==> src/rtl/ac97_link_rx_if.sv <==
// Signal bundle for the AC97 receive link: the controller-driven serial pair
// plus every field the receiver recovers from a committed frame.
interface ac97_link_rx_if #(parameter int SAMPLE_BITS = 16);
  logic                   sync;
  logic                   sdata;
  logic [15:0]            tag;
  logic [SAMPLE_BITS-1:0] pcm_left;
  logic [SAMPLE_BITS-1:0] pcm_right;
  logic                   pcm_valid;
  logic                   cmd_read;
  logic [6:0]             cmd_addr;
  logic [15:0]            cmd_data;
  logic                   cmd_valid;
  logic                   frame_valid;
  logic [15:0]            frame_count;
  logic                   locked;
  logic                   sync_error;

  modport master (
    output sync, sdata,
    input  tag, pcm_left, pcm_right, pcm_valid, cmd_read, cmd_addr, cmd_data,
           cmd_valid, frame_valid, frame_count, locked, sync_error
  );

  modport slave (
    input  sync, sdata,
    output tag, pcm_left, pcm_right, pcm_valid, cmd_read, cmd_addr, cmd_data,
           cmd_valid, frame_valid, frame_count, locked, sync_error
  );
endinterface

==> src/rtl/ac97_link_rx.sv <==
// AC97 link receiver: aligns to sync, deserializes the tag, command slots and
// playback slots of each 256-bit frame, and publishes them one cycle after bit 255.
//
// state   | meaning
// --------+---------------------------------------------------------------
// S_HUNT  | unaligned; waiting for a sampled low-to-high transition on sync
// S_TAG   | receiving tag bits 0-15, sync must be high
// S_SLOTS | receiving slot bits 16-255, sync must be low
module ac97_link_rx #(
  parameter int SAMPLE_BITS = 16
) (
  input  logic          clk,
  input  logic          reset,
  ac97_link_rx_if.slave link
);

  localparam logic [1:0] S_HUNT  = 2'd0;
  localparam logic [1:0] S_TAG   = 2'd1;
  localparam logic [1:0] S_SLOTS = 2'd2;
  localparam int SB = SAMPLE_BITS;

  logic [1:0]    r_state;
  logic [7:0]    r_bit_cnt;
  logic          r_prev_sync;
  logic [18:0]   r_shift;
  logic          r_commit_pend;

  logic [15:0]   r_stg_tag;
  logic          r_stg_read;
  logic [6:0]    r_stg_addr;
  logic [15:0]   r_stg_data;
  logic [SB-1:0] r_stg_left;
  logic [SB-1:0] r_stg_right;

  logic [15:0]   r_tag;
  logic [SB-1:0] r_pcm_left;
  logic [SB-1:0] r_pcm_right;
  logic          r_pcm_valid;
  logic          r_cmd_read;
  logic [6:0]    r_cmd_addr;
  logic [15:0]   r_cmd_data;
  logic          r_cmd_valid;
  logic          r_frame_valid;
  logic [15:0]   r_frame_count;
  logic          r_locked;
  logic          r_sync_error;

  logic [7:0]    w_idx;
  logic [19:0]   w_word;
  logic          w_rise;
  logic          w_err;

  // r_bit_cnt holds the index of the last accepted bit; w_idx is the bit being sampled now.
  assign w_idx  = r_bit_cnt + 8'd1;
  assign w_word = {r_shift, link.sdata};
  assign w_rise = ~r_prev_sync & link.sync;
  assign w_err  = ((r_state == S_TAG) & ~link.sync) | ((r_state == S_SLOTS) & link.sync);

  // Framing and staging; staged fields are only copied to the outputs at commit.
  always_ff @(posedge clk or negedge reset) begin
    if (!reset) begin
      r_state       <= S_HUNT;
      r_bit_cnt     <= '0;
      r_prev_sync   <= 1'b0;
      r_shift       <= '0;
      r_commit_pend <= 1'b0;
      r_stg_tag     <= '0;
      r_stg_read    <= 1'b0;
      r_stg_addr    <= '0;
      r_stg_data    <= '0;
      r_stg_left    <= '0;
      r_stg_right   <= '0;
      r_sync_error  <= 1'b0;
    end else begin
      r_prev_sync   <= link.sync;
      r_sync_error  <= w_err;
      r_commit_pend <= 1'b0;
      case (r_state)
        S_HUNT: begin
          if (w_rise) begin
            r_state   <= S_TAG;
            r_bit_cnt <= 8'd0;
            r_shift   <= w_word[18:0];
          end
        end
        S_TAG: begin
          if (w_err) begin
            r_state <= S_HUNT;
          end else begin
            r_shift   <= w_word[18:0];
            r_bit_cnt <= w_idx;
            if (w_idx == 8'd15) begin
              r_stg_tag <= w_word[15:0];
              r_state   <= S_SLOTS;
            end
          end
        end
        S_SLOTS: begin
          if (w_err) begin
            r_state <= S_HUNT;
          end else begin
            r_shift   <= w_word[18:0];
            r_bit_cnt <= w_idx;
            case (w_idx)
              8'd35: begin
                r_stg_read <= w_word[19];
                r_stg_addr <= w_word[18:12];
              end
              8'd55:  r_stg_data  <= w_word[19:4];
              8'd75:  r_stg_left  <= w_word[19 -: SB];
              8'd95:  r_stg_right <= w_word[19 -: SB];
              8'd255: begin
                r_commit_pend <= 1'b1;
                r_state       <= S_TAG;
              end
              default: ;
            endcase
          end
        end
        default: r_state <= S_HUNT;
      endcase
    end
  end

  // Commit lands on the same edge that checks the next bit 0, so a gap error
  // and the commit pulse share a cycle and the error wins on locked.
  always_ff @(posedge clk or negedge reset) begin
    if (!reset) begin
      r_tag         <= '0;
      r_pcm_left    <= '0;
      r_pcm_right   <= '0;
      r_pcm_valid   <= 1'b0;
      r_cmd_read    <= 1'b0;
      r_cmd_addr    <= '0;
      r_cmd_data    <= '0;
      r_cmd_valid   <= 1'b0;
      r_frame_valid <= 1'b0;
      r_frame_count <= '0;
      r_locked      <= 1'b0;
    end else begin
      r_frame_valid <= 1'b0;
      r_cmd_valid   <= 1'b0;
      r_pcm_valid   <= 1'b0;
      if (r_commit_pend) begin
        r_tag         <= r_stg_tag;
        r_frame_valid <= 1'b1;
        r_frame_count <= r_frame_count + 16'd1;
        r_locked      <= 1'b1;
        if (r_stg_tag[15] & r_stg_tag[14]) begin
          r_cmd_read  <= r_stg_read;
          r_cmd_addr  <= r_stg_addr;
          r_cmd_valid <= 1'b1;
          if (r_stg_tag[13])
            r_cmd_data <= r_stg_data;
        end
        if (r_stg_tag[15] & (r_stg_tag[12] | r_stg_tag[11])) begin
          r_pcm_valid <= 1'b1;
          if (r_stg_tag[12])
            r_pcm_left <= r_stg_left;
          if (r_stg_tag[11])
            r_pcm_right <= r_stg_right;
        end
      end
      if (w_err)
        r_locked <= 1'b0;
    end
  end

  assign link.tag         = r_tag;
  assign link.pcm_left    = r_pcm_left;
  assign link.pcm_right   = r_pcm_right;
  assign link.pcm_valid   = r_pcm_valid;
  assign link.cmd_read    = r_cmd_read;
  assign link.cmd_addr    = r_cmd_addr;
  assign link.cmd_data    = r_cmd_data;
  assign link.cmd_valid   = r_cmd_valid;
  assign link.frame_valid = r_frame_valid;
  assign link.frame_count = r_frame_count;
  assign link.locked      = r_locked;
  assign link.sync_error  = r_sync_error;

endmodule

==> src/flat_wrapper.sv <==
// flat-port wrapper written by rule: the top's interface ports become plain ports
module ac97_link_rx_flat 
#(
  parameter int SAMPLE_BITS = 16
)
  (clk, reset, link_sync, link_sdata, link_tag, link_pcm_left, link_pcm_right, link_pcm_valid, link_cmd_read, link_cmd_addr, link_cmd_data, link_cmd_valid, link_frame_valid, link_frame_count, link_locked, link_sync_error);
  ac97_link_rx_if #(.SAMPLE_BITS(SAMPLE_BITS)) link_i ();
  input  logic clk;
  input  logic reset;
  input wire logic [$bits(link_i.sync)-1:0] link_sync;
  input wire logic [$bits(link_i.sdata)-1:0] link_sdata;
  output wire logic [$bits(link_i.tag)-1:0] link_tag;
  output wire logic [$bits(link_i.pcm_left)-1:0] link_pcm_left;
  output wire logic [$bits(link_i.pcm_right)-1:0] link_pcm_right;
  output wire logic [$bits(link_i.pcm_valid)-1:0] link_pcm_valid;
  output wire logic [$bits(link_i.cmd_read)-1:0] link_cmd_read;
  output wire logic [$bits(link_i.cmd_addr)-1:0] link_cmd_addr;
  output wire logic [$bits(link_i.cmd_data)-1:0] link_cmd_data;
  output wire logic [$bits(link_i.cmd_valid)-1:0] link_cmd_valid;
  output wire logic [$bits(link_i.frame_valid)-1:0] link_frame_valid;
  output wire logic [$bits(link_i.frame_count)-1:0] link_frame_count;
  output wire logic [$bits(link_i.locked)-1:0] link_locked;
  output wire logic [$bits(link_i.sync_error)-1:0] link_sync_error;
  assign link_i.sync = link_sync;
  assign link_i.sdata = link_sdata;
  assign link_tag = link_i.tag;
  assign link_pcm_left = link_i.pcm_left;
  assign link_pcm_right = link_i.pcm_right;
  assign link_pcm_valid = link_i.pcm_valid;
  assign link_cmd_read = link_i.cmd_read;
  assign link_cmd_addr = link_i.cmd_addr;
  assign link_cmd_data = link_i.cmd_data;
  assign link_cmd_valid = link_i.cmd_valid;
  assign link_frame_valid = link_i.frame_valid;
  assign link_frame_count = link_i.frame_count;
  assign link_locked = link_i.locked;
  assign link_sync_error = link_i.sync_error;
  ac97_link_rx #(.SAMPLE_BITS(SAMPLE_BITS)) u_core (.clk(clk), .reset(reset), .link(link_i));
endmodule
==> config.mk <==
export PLATFORM = sky130hd
export DESIGN_NAME = ac97_link_rx_flat
export DESIGN_NICKNAME = d
export VERILOG_FILES = /design/src/rtl/ac97_link_rx_if.sv /design/src/rtl/ac97_link_rx.sv /design/src/flat_wrapper.sv
export SDC_FILE = /design/constraint.sdc
export NUM_CORES = 1
export LEC_CHECK = 0
export ABC_AREA = 1
export CAP_MARGIN = 10
export CORE_UTILIZATION = 40
export CTS_CLUSTER_SIZE = 30
export DETAILED_ROUTE_END_ITERATION = 6
export MAX_ROUTING_LAYER = met4
export PLACE_DENSITY_LB_ADDON = 0.12
export RECOVER_POWER = 25
export SYNTH_ARGS = -nofsm -noshare
export SYNTH_HDL_FRONTEND = slang
export SYNTH_SLANG_ARGS = --single-unit
==> constraint.sdc <==
create_clock -name clk -period 2.3 [get_ports clk]
set_clock_uncertainty 0.15 [all_clocks]
set_input_delay 0.575 -clock clk [delete_from_list [all_inputs] [get_ports clk]]
set_output_delay 0.575 -clock clk [all_outputs]
set_load 0.05 [all_outputs]
==> run metrics, run 1 <==
PD cells a little over 800 mW/mm^2; Setup crit end u_core.r_stg_tag[12]$_DFFE_PN0P_; synth top area cells dfrtp_1 (62%), mux2_2 (7.9%), nand2_1 (7.8%), o21ai_2 (5.2%), inv_1 (2.0%); antenna cell count 0; unrepaired setup endpoints after global routing false; syn_nets about 700; R2R Path Start u_core.r_bit_cnt[0]$_DFFE_PN0P_; Die Height 143 um; HPWL Detailed 11.6 mm; Worst Hold Margin 0.311 ns; yosys warns 0; total grt overflow 0; Routed WL per cell 15.4 um; IO Pins 97; Req. time, crit path 2.45 ns; count of antenna-violating nets left after detailed routing 0; Max VDD drop between 0.5 and 0.6 mV; Starting Density 40.8%; # clock sinks between 150 and 200; share of cells above drive strength 1 29.4%; hold crit path type flop to flop; Synth Instances 693; first-pass GRT wire length 27.9 mm; Synth Area per Inst ~11 sq um; htree depth 4; post-synthesis sequential area ratio 61.5%; top cell type's share of synthesized area 61.5%; Die Wd 143 um; Placed Instance Area 0.00926 sq mm; Lkg Pwr 5.03 nW; outcome finished clean; die area 0.0205 sq mm; Via density 4.73; Startpoint Class flop; routed wire length approximately 17 mm; post-layout util 50.2%; Reg-to-Reg End u_core.r_stg_tag[12]$_DFFE_PN0P_; Port Buffer Count 96; min Tclk post-route 2.18 ns; R2R Setup Slk 0.12 ns; Max clock buf depth 2; initial antenna violation count 0; fin. max-slew vios 0; Crit. Startpoint u_core.r_bit_cnt[0]$_DFFE_PN0P_; CTS root buf clkbuf_16; Vias between 5,000 and 6,000; total CTS buffers 17; DRT Pass-1 Iters 4; fmax 460 MHz; FF+latch count, synth roughly 200; Finished Cell Area just under 0.01 sq mm; Worst Path Arrival 2.33 ns; Yosys top cell by area dfrtp_1; Final Cycle Share between 90% and 100%; CTS tree yes; Crit Path Class flop to flop; vias in the first global route 5,376; final hold violation count 0; GRT Overall Usage 18.6%; Iter 0 DRT Violations ~320; FILL cells 1,804; num rows 51; Setup violations, final 0; worst-path maximum fanout 32; final worst slack 0.124 ns; number of max-cap violations 0; pre-CTS setup slack -0.310 ns; r2r worst-path depth 11; # DRC 0; Layout area overhead 23.1%; Tot Pwr around 0.0079 W; clk slew on worst S/H paths 0.07 ns; Worst setup EP type flop; core area 0.0195 sq mm; global placer's final weighted congestion 0.769; pin count of the biggest net entering global routing 46; worst skew pair latency 0.44 ns; Nets about 820; Max-slew headroom a little over a fifth; Netlist Area Pre-Place about 0.0080 sq mm; worst slew pin tran 1.17 ns; Synth cell types 34
-- placed cells by master, fill, tap and decap left out, types with 17 or more instances in the layout --
cell | netlist | routed
buf_4 | 0 | 50
clkbuf_16 | 0 | 17
dfrtp_1 | 196 | 196
dlygate4sd2_1 | 0 | 53
inv_1 | 43 | 43
mux2_2 | 56 | 56
nand2_1 | 166 | 165
nand2_2 | 22 | 23
nor2_1 | 18 | 18
o21ai_0 | 25 | 25
o21ai_1 | 26 | 26
o21ai_2 | 47 | 47
-- power breakdown --
part | switching, W | internal (W) | leakage [nW]
clock network | 0.00130 | 0.00184 | 0.300
logic | 0.000789 | 0.000268 | 2.01
registers | 0.000107 | 0.00361 | 2.72
-- metrics by stage --
stage / TNS (ns) / instances
final: 0 / 1084
after floorplan: 0 / 693
after global placement: -13.18 / 1052
after global routing: 0 / 1084
after CTS: 0 / 1084
after detailed placement: -14.73 / 1052
-- worst min-delay path by stage --
stage	start	slack, ns	cells past startpoint	end
3_3_place_gp	u_core.link.frame_count[15]$_DFFE_PN0P_	0.31	1	u_core.link.frame_count[15]$_DFFE_PN0P_
6_report	u_core.link.frame_count[15]$_DFFE_PN0P_	0.31	1	u_core.link.frame_count[15]$_DFFE_PN0P_
2_1_floorplan	reset	0.13	0	u_core.link.cmd_addr[0]$_DFFE_PN0P_
4_1_cts	u_core.link.frame_count[15]$_DFFE_PN0P_	0.32	1	u_core.link.frame_count[15]$_DFFE_PN0P_
3_5_place_dp	u_core.link.tag[1]$_DFFE_PN0P_	0.31	2	u_core.link.tag[1]$_DFFE_PN0P_
5_1_grt	u_core.link.frame_count[15]$_DFFE_PN0P_	0.35	1	u_core.link.frame_count[15]$_DFFE_PN0P_
-- sequential cells by signal, indices dropped and copies added (netlist names), 2 cells and up --
name	cells
u_core.link.cmd_data	16
u_core.r_bit_cnt	8
u_core.r_stg_tag	16
u_core.link.tag	16
u_core.r_stg_right	16
u_core.link.cmd_addr	7
u_core.r_stg_data	16
u_core.link.frame_count	16
u_core.r_shift	19
u_core.r_state	2
u_core.r_stg_addr	7
u_core.link.pcm_left	16
u_core.r_stg_left	16
u_core.link.pcm_right	16
-- timing repair --
item	4_1_cts	5_1_grt
hold endpoints to repair	40	0
resized for setup	53	2
buffers inserted	0	0
hold buffers	1	0
setup endpoints to repair	53	4
-- synth_stat cells (all sizes together) --
cell type    n
clkbuf       4
or2          1
o21bai       2
o21ai       99
nor2        24
nor3b        1
inv         46
o22ai        4
ha           7
nand3       16
nor3         4
nand4        5
buf         19
nand2      190
a21oi        3
clkinv       1
xor2        10
dfrtp      196
mux2        56
xnor2        5
-- cell families (layout without fill, tap and decap cells) --
logic type               count (synthesis)  in the layout  share of synthesized area (%)
flip-flops                             196            196                           61.5
AND/OR/NAND/NOR                        241            241                           14.1
AO/OA/AOI/OAI                          108            108                           9.26
multiplexers                            56             56                           7.91
adder cells (fa/ha/maj)                  7              7                           1.10
XOR/XNOR                                15             15                           1.74
buffers and inverters                   70            196                           4.35
-- critical path: stages, from the launching register on --
cell and delay [ns]:
dfrtp_1 0.44, ha_1 0.24, nand2_1 0.11, nor2_1 0.19
nand3_1 0.10, nand2_1 0.15, nand3_2 0.13, nor2_4 0.13
nand3_4 0.08, buf_12 0.18, nand2_1 0.08, o21ai_2 0.05
-- area by class of cell --
cell class                      instances  area (sq um)  share of cell area [%]
Clock buffer                           22           484                    4.94
Clock inverter                          9           140                    1.43
Inverter                               47           176                    1.80
Multi-Input combinational cell        427          2720                    27.7
Sequential cell                       196          4900                    50.0
Tap cell                              265           332                    3.38
Timing Repair Buffer                  118          1050                    10.7
-- layer usage --
metal | track usage [%] | part of all wire, % | wire length, um | vias up
li1 | - | - | - | 2471
met1 | 23.5 | 46 | 7650 | 2534
met2 | 29.1 | 48 | 8070 | 100
met3 | 3.72 | 3.5 | 579 | 20
met4 | 7.58 | 2.3 | 382 | 0
met5 | - | 0 | 0 | -
No activity file was read; power rests on OpenSTA's default activity.
==> run 2, diff against run 1 <==
Settings changed: ABC_AREA 1 to default.
==> run 2 against run 1 <==
  * The run now ends with negative setup slack left
  * Final cell count decreased by 8.1%
  * Clock power grew 1%
  * Maximum frequency shrank 15%
  * Die area is 1.6% lower
  * Cell area increased by 6.4%
  * Largest power group unchanged
  * Non-clock buffer count rose by 47
  * Flip-flop and latch count stayed put
  * Setup slack worse by 0.38 ns
  * Sequential power up 5%
==> run metrics, run 2 <==
count of antenna-violating nets left after detailed routing 0; Yosys top cell by area dfrtp_1; clk slew on worst S/H paths 0.07 ns; die area 0.0202 sq mm; share of cells above drive strength 1 41.7%; core area 0.0190 sq mm; vias in the first global route 5,071; num rows 50; Routed WL per cell 17.3 um; total CTS buffers 17; Layout Cells excl Fill ~1,000; Worst Path Arrival ~2.7 ns; commonest cells after routing, fill and taps aside dfrtp_1 (194), mux2_2 (110), buf_4 (81); HPWL Detailed around 12 mm; CP Buf/Inv Count 3; max FFs per register 19; fmax 391 MHz; Crit path largest cell delay 0.40 ns; synth top area cells dfrtp_1 (63%), mux2_2 (21%), nand2_1 (3.7%), xnor2_1 (1.8%), ha_1 (1.1%); Synth Instances between 500 and 600; Placed Instance Area 0.00953 sq mm; syn_nets 572; pin count of the biggest net entering global routing 54; Layout area overhead 33.2%; number of synthesized flops with an enable pin 0; Post-Place Cells between 900 and 1,000; Critical-path top delay cell dfrtp_1; largest reg by FF count u_core.r_shift; Starting Density between 40% and 50%; most frequent cell after synthesis dfrtp_1; GRT Overall Usage between 10% and 20%; Final Cycle Share 111%; initial antenna violation count 0; yosys warns 0; Netlist Area Pre-Place a little under 0.008 sq mm; final worst slack -0.255 ns; asr flop ratio synth 100%; number of max-cap violations 0; Die Height 142 um; Crit path max-delay family simple AND/OR/NAND/NOR gates; Via density 4.86; CTS tree yes; Max clock buf depth 2; FILL cells roughly 1,600; failing checks negative setup slack; Tot Pwr ~0.008 W; Die Wd 142 um; dominant synthesized flop cell dfrtp_1; Hold Path Depth 1; routed wire length 17.2 mm; Synth cell types 50; # clock sinks 196; DRT Pass-1 Iters 4; Crit Path Class flop to flop; post-synthesis sequential area ratio 62.6%; IO Pins 97; unrepaired setup endpoints after global routing true; post-layout util 55.1%; final hold violation count 0; Req. time, crit path between 2 and 2.5 ns; Setup violations, final 40; first-pass GRT wire length 27.5 mm; antenna cell count 0; Lkg Pwr 5.52 nW; r2r worst-path depth 8; fin. max-slew vios 0; Iter 0 DRT Violations ~270; register area between 0.004 and 0.005 sq mm; # DRC 0; Worst path depth 8; top cell type's share of synthesized area around 63%; Port Buffer Count 96; FF+latch count, synth about 200; most common library cell in the layout ignoring fill and taps dfrtp_1; total grt overflow 0; Max-slew headroom 4.17%; PD cells 766 mW/mm^2; Worst setup EP type flop; outcome finished, violations left; cells along the critical path inv_1 -> ha_2 -> or3b_4 -> or3_4 -> nor4b_4 -> buf_4 -> clkbuf_16 -> mux2_2; hold crit path type flop to flop; Nets 734; footprint of the multi-input gates 0.00308 sq mm; min Tclk post-route 2.56 ns; worst skew pair latency 0.43 ns; Synth Area per Inst between 10 and 15 sq um; Startpoint Class flop; Vias 4,839; synth cell count leaders dfrtp_1 (196), mux2_2 (145), nand2_1 (78); Finished Cell Area 0.0104 sq mm; CTS root buf clkbuf_16; worst slew pin tran 1.44 ns; global placer's final weighted congestion 0.800; Max VDD drop 0.608 mV; worst-path maximum fanout 8; htree depth 4
-- run 2: changes by cell type after synthesis, sizes merged, moves of 11 or more --
cell,previous run,this run
inv,46,7
mux2,56,146
nand2,190,78
nor2,24,8
o21ai,99,7
xnor2,5,16
-- run 2: cell families (layout without fill, tap and decap cells) --
family                     count (synthesis)  count (layout)  synth area share [%]
DFF                                      196             196                  62.6
muxes                                    147             147                  21.1
and+or+nand+nor                          132             132                  8.30
AOI/OAI and AO/OA                         29              29                  2.79
buffers and inverters                     29             204                  1.77
xor gates and xnor gates                  21              21                  2.35
adders and majority gates                  7               7                  1.12
-- run 2: layer usage --
metal	GRT usage [%]	vias to the layer above	wire length [um]
met1	25.2	2483	8430
met4	6.28	0	150
met3	3.13	9	397
met5	-	-	0
met2	28.7	68	8240
li1	-	2279	-
-- run 2: repair_timing --
item,in CTS,in global routing
cloned,1,1
setup buffers,5,6
gates resized for setup,72,42
hold endpoints to repair,47,0
endpoints found under the setup margin,117,84
hold buffers,1,0
pin swaps,4,6
-- run 2: report_power, final --
| group | internal (W) | switching, W |
|---|---|---|
| clock | 0.00190 | 0.00129 |
| sequential | 0.00360 | 0.000289 |
| combinational | 0.000385 | 0.000542 |
| total | 0.00588 | 0.00212 |
-- run 2: final timing paths --
check                                                         from                                      end  slack (ns)
min reg2reg                u_core.link.frame_count[15]$_DFFE_PN0P_  u_core.link.frame_count[15]$_DFFE_PN0P_        0.32
max in group asynchronous                                    reset            u_core.r_shift[4]$_DFFE_PN0P_        0.18
min in group asynchronous                                    reset  u_core.link.frame_count[10]$_DFFE_PN0P_        0.88
max reg2reg                          u_core.r_state[1]$_DFFE_PN0P_        u_core.r_stg_left[15]$_DFFE_PN0P_       -0.26
max                                  u_core.r_state[1]$_DFFE_PN0P_        u_core.r_stg_left[15]$_DFFE_PN0P_       -0.26
min                        u_core.link.frame_count[15]$_DFFE_PN0P_  u_core.link.frame_count[15]$_DFFE_PN0P_        0.32
-- run 2: layout make-up --
type | instances | share of cell area (%)
Tap cell | 260 | 3.12
Sequential cell | 196 | 47.0
Multi-Input combinational cell | 336 | 29.5
Clock inverter | 10 | 1.63
Timing Repair Buffer | 165 | 14.1
Inverter | 7 | 0.252
Clock buffer | 22 | 4.45
-- run 2: per-stage QoR --
stage | setup slack, ns | TNS [ns] | hold slack [ns]
3_3_place_gp | -0.583 | -29.15 | 0.312
4_1_cts | -0.208 | -4.67 | 0.331
6_report | -0.255 | -7.18 | 0.322
5_1_grt | -0.297 | -12.23 | 0.351
2_1_floorplan | -0.291 | -7.14 | 0.129
3_5_place_dp | -0.626 | -30.65 | 0.321
-- run 2: worst reg2reg max path, cell delays in order, from the launching register on --
cell and delay (ns):
dfrtp_1 0.40, inv_1 0.08, ha_2 0.20, or3b_4 0.38, or3_4 0.36, nor4b_4 0.21
buf_4 0.18, clkbuf_16 0.16, mux2_2 0.33
